## src/rtl/gate_tt_pkg.sv

```systemverilog
// gate_tt_pkg: shared types and constants for the truth-table capture unit
package gate_tt_pkg;
  typedef enum logic [1:0] {IDLE = 2'd0, DRIVE = 2'd1, REPORT = 2'd2} state_t;
  localparam int NUM_VEC = 4;
  localparam int IDX_W = 2;
endpackage

```

## src/rtl/hold_timer.sv

```systemverilog
// hold_timer: down-counter that flags the final cycle of each HOLD-cycle window
module hold_timer #(
  parameter int HOLD = 10,
  parameter int CNT_W = (HOLD > 1) ? $clog2(HOLD) : 1
) (
  input  logic clk,
  input  logic rst_n,
  input  logic load,
  input  logic en,
  output logic last
);
  localparam logic [CNT_W-1:0] TOP = CNT_W'(HOLD - 1);
  logic [CNT_W-1:0] rem;
  assign last = rem == '0;
  always_ff @(posedge clk) begin
    if (!rst_n) rem <= TOP;
    else if (load) rem <= TOP;
    else if (en) rem <= last ? TOP : rem - 1'b1;
  end
endmodule

```

## src/rtl/gate_tt_capture.sv

```systemverilog
// gate_tt_capture: sweeps a two-input gate through all vectors and checks its truth table
module gate_tt_capture #(
  parameter int HOLD = 10,
  parameter int CNT_W = (HOLD > 1) ? $clog2(HOLD) : 1
) (
  input  logic       clk,
  input  logic       rst_n,
  input  logic       start,
  input  logic [3:0] expected,
  input  logic       dut_out,
  output logic       in1,
  output logic       in2,
  output logic       busy,
  output logic       res_valid,
  input  logic       res_ready,
  output logic [3:0] table_out,
  output logic [3:0] err_mask,
  output logic       pass
);
  import gate_tt_pkg::*;
  state_t state_q, state_d;
  logic [IDX_W-1:0] idx_q, idx_d;
  logic [NUM_VEC-1:0] table_d, exp_q, exp_d, mask_d;
  logic last, load, at_end;
  hold_timer #(.HOLD(HOLD), .CNT_W(CNT_W)) u_timer (
    .clk  (clk),
    .rst_n(rst_n),
    .load (load),
    .en   (state_q == DRIVE),
    .last (last)
  );
  assign at_end = idx_q == IDX_W'(NUM_VEC - 1);
  always_comb begin
    state_d = state_q;
    idx_d = idx_q;
    table_d = table_out;
    exp_d = exp_q;
    load = 1'b0;
    case (state_q)
      IDLE: if (start) begin
        state_d = DRIVE;
        idx_d = '0;
        table_d = '0;
        exp_d = expected;
        load = 1'b1;
      end
      DRIVE: if (last) begin
        table_d[idx_q] = dut_out;
        idx_d = at_end ? idx_q : idx_q + 1'b1;
        state_d = at_end ? REPORT : DRIVE;
      end
      REPORT: state_d = res_ready ? IDLE : REPORT;
      default: state_d = IDLE;
    endcase
    mask_d = table_d ^ exp_d;
  end
  // Every output is a flop fed from next-state values so they all change on the same edge.
  always_ff @(posedge clk) begin
    if (!rst_n) begin
      state_q <= IDLE;
      idx_q <= '0;
      exp_q <= '0;
      table_out <= '0;
      err_mask <= '0;
      pass <= 1'b0;
      in1 <= 1'b0;
      in2 <= 1'b0;
      busy <= 1'b0;
      res_valid <= 1'b0;
    end else begin
      state_q <= state_d;
      idx_q <= idx_d;
      exp_q <= exp_d;
      table_out <= table_d;
      err_mask <= mask_d;
      pass <= (state_d == REPORT) && (mask_d == '0);
      in1 <= (state_d == DRIVE) && idx_d[1];
      in2 <= (state_d == DRIVE) && idx_d[0];
      busy <= state_d != IDLE;
      res_valid <= state_d == REPORT;
    end
  end
endmodule

```

## config.mk

```make
export PLATFORM = sky130hd
export DESIGN_NAME = gate_tt_capture
export DESIGN_NICKNAME = d
export VERILOG_FILES = /design/src/rtl/gate_tt_pkg.sv /design/src/rtl/hold_timer.sv /design/src/rtl/gate_tt_capture.sv
export SDC_FILE = /design/constraint.sdc
export NUM_CORES = 1
export LEC_CHECK = 0
export ABC_AREA = 1
export CORE_ASPECT_RATIO = 1.4
export CORE_MARGIN = 10
export CORE_UTILIZATION = 54
export DETAILED_ROUTE_END_ITERATION = 8
export GPL_TIMING_DRIVEN = 0
export PLACE_DENSITY = 0.83
export SYNTH_ARGS = -nofsm -noshare
export SYNTH_HDL_FRONTEND = slang
export SYNTH_SLANG_ARGS = --single-unit
```

## constraint.sdc

```tcl
create_clock -name clk -period 2.74 [get_ports clk]
set_input_delay 0.548 -clock clk [delete_from_list [all_inputs] [get_ports clk]]
set_output_delay 0.548 -clock clk [all_outputs]
set_load 0.01 [all_outputs]
```

==> out/results.txt <==
outcome = finished clean
synthesized flop and latch total = 25
vias in the first global route = 1,072
Cell Area, Synth = 1140 um2
Max Cap Viol = 0
CP Launch Type = register
min-delay src = u_timer.rem[1]
Final Setup Violations = 0
HPWL reported at the end of detailed placement = 2090 um
total negative slack = 0 ns
Worst slew margin = 0.695
post-synthesis sequential area ratio = 0.440
Remaining Overflow, GRT = 0
Reg clk slew, reported paths = 0.13 ns
TritonCTS clock tree = done
nets = 191
Global Route Usage Sum = 0.131
dpl ws = 0.743 ns
Hold Path Depth = 2
vias per cell = 5.04
routed length per instance = 12.6 um
num ports = 22
syn avg cell area = 7.29 um2
YS warnings = 0
fin. max-slew vios = 0
first drt pass iteration count = 4
Longest Clk Path Bufs = 2
Post-DRT Antenna Nets = 0
Cell Pwr Density = 468 nW/um2
Worst-Margin Slew = 0.458 ns
CP Data Arrival Time = 1.26 ns
Fmax achieved = 554 MHz
Mapped Cells = 156
number of post-CTS setup repair buffers = 0
clock root buffer master = clkbuf_4
Die X = 58.8 um
Critical Path RT = 2.19 ns
reg-to-reg startpoint = state_q[0]
period utilisation layout = 0.659
Mapped Nets = 165
Crit Path Max Fanout = 3
routed wire length = 2550 um
RSZ-0062 raised after global routing = false
via count = 1,019
Remaining DRCs = 0
critical path class = register to primary output
final setup margin = 0.935 ns
delay-heaviest family, CP = buffers and inverters
post-route non-filler standard cell count = 202
Util after Layout = 0.702
global-route wire length before repair = 4510 um
initial antenna violation count = 0
max incr delay on CP = 0.55 ns
CP Buf/Inv Count = 1
clk_lat worst skew = 0.33 ns
CP endpoint kind = primary output
Worst VDD drop = 395 uV
minimum clock period = 1.80 ns
H-tree levels = 1
chip height = 74.3 um
FP Rows = 19
routability cong. = 0.816
Worst Hold Class = register to register
initial core utilization = 0.570
ant diodes = 0
Setup Skew = 0.00387 ns
number of DRC markers in iteration 0 = 24
worst hold slack = 0.512 ns
CTS Buf Count = 3
Hold Violations, Final = 0
Worst path depth = 1
largest net degree at the start of global routing = 15
placed insts = 198
CP startpoint = table_out[0]
Hold-fix buffers, CTS = 0
share of layout cells above drive strength 1 = 0.182
Reg2Reg Depth = 9
synth unique cells = 23
Pleak = 0.625 nW
total die area = 4370 um2
cts repair resizes = 0
CP Cell Sequence = clkdlybuf4s50_1
Layout area overhead = 23.2%
buffers added on ports = 21
crit path max-delay cell type = clkdlybuf4s50_1
Placeable Area = 2000 um2
CTS sink count = 25
==> logic make-up (layout without fill, tap and decap cells) <==
logic type / Yosys count / after routing / synth area share
buffers and inverters: 28 / 53 / 0.0990
AOI/OAI and AO/OA: 14 / 14 / 0.0715
and+or+nand+nor: 89 / 89 / 0.389
DFF: 25 / 25 / 0.440
==> layout by cell type, fill, tap and decap left out <==
cell	count
a21oi_1	8
or2_2	1
nor2_1	14
clkinv_4	1
clkbuf_4	3
dfxtp_1	25
o21ai_1	1
nand2_1	40
nand2_4	2
clkdlybuf4s50_1	21
clkinv_1	3
inv_4	1
o21ai_0	2
nor2_4	3
inv_1	17
inv_2	5
clkinv_2	1
o21ai_2	3
nand3_1	11
clkbuf_1	1
nand2_2	4
nor4_2	1
nand4_1	2
nand3_2	2
nor3_1	3
nor2_2	6
==> metal layers <==
layer,routed length (um),global-route usage,vias to the layer above
met5,0,0,-
met2,1420,0.246,15
met4,57,0.0767,0
li1,-,-,536
met1,945,0.117,463
met3,126,0.0409,5
==> synth_stat cells <==
library cell	n	share of area
a21oi_1	8	0.035
clkbuf_1	1	0.0033
clkinv_1	3	0.0099
clkinv_4	1	0.0077
dfxtp_1	25	0.44
inv_1	17	0.056
inv_2	5	0.017
inv_4	1	0.0055
nand2_1	40	0.13
nand2_2	4	0.022
nand2_4	2	0.020
nand3_1	11	0.048
nand3_2	2	0.018
nand4_1	2	0.011
nor2_1	14	0.046
nor2_2	6	0.033
nor2_4	3	0.030
nor3_1	3	0.013
nor4_2	1	0.011
o21ai_0	2	0.0088
o21ai_1	1	0.0044
o21ai_2	3	0.023
or2_2	1	0.0055
==> registers in the layout (all words and copies together) (netlist names) <==
name and flops:
err_mask 4, exp_q 4, table_out 4, u_timer.rem 4, idx_q 2, state_q 2, busy 1, in1 1
in2 1, pass 1, res_valid 1
==> layout make-up <==
cell class	instances	area, um2
clock buffer	3	22.5
clock inverter	1	5.00
buffer	1	3.75
sequential	25	500
timing repair buffer	21	210
inverter	27	109
multi-input combinational	103	524
tap	21	26.3
fill	185	596
==> metrics by stage <==
step	power [mW]	area, um2
after floorplan	0.456	1140
after global placement	0.492	1370
after detailed placement	0.497	1370
after CTS	0.664	1400
after global routing	0.688	1400
final	0.655	1400
==> report_power, final <==
group / total (mW) / internal [mW] / switching [mW]
Sequential: 0.384 / 0.377 / 0.00728
Clock: 0.167 / 0.0549 / 0.112
Combinational: 0.104 / 0.0428 / 0.0612
==> worst paths after layout <==
path                                  endpoint  slack, ns
worst min-delay path            u_timer.rem[1]       0.51
worst max register to register            pass       1.40
worst min register to register  u_timer.rem[1]       0.51
worst max-delay path              table_out[0]       0.94
Power figures use the tool's default switching activity.
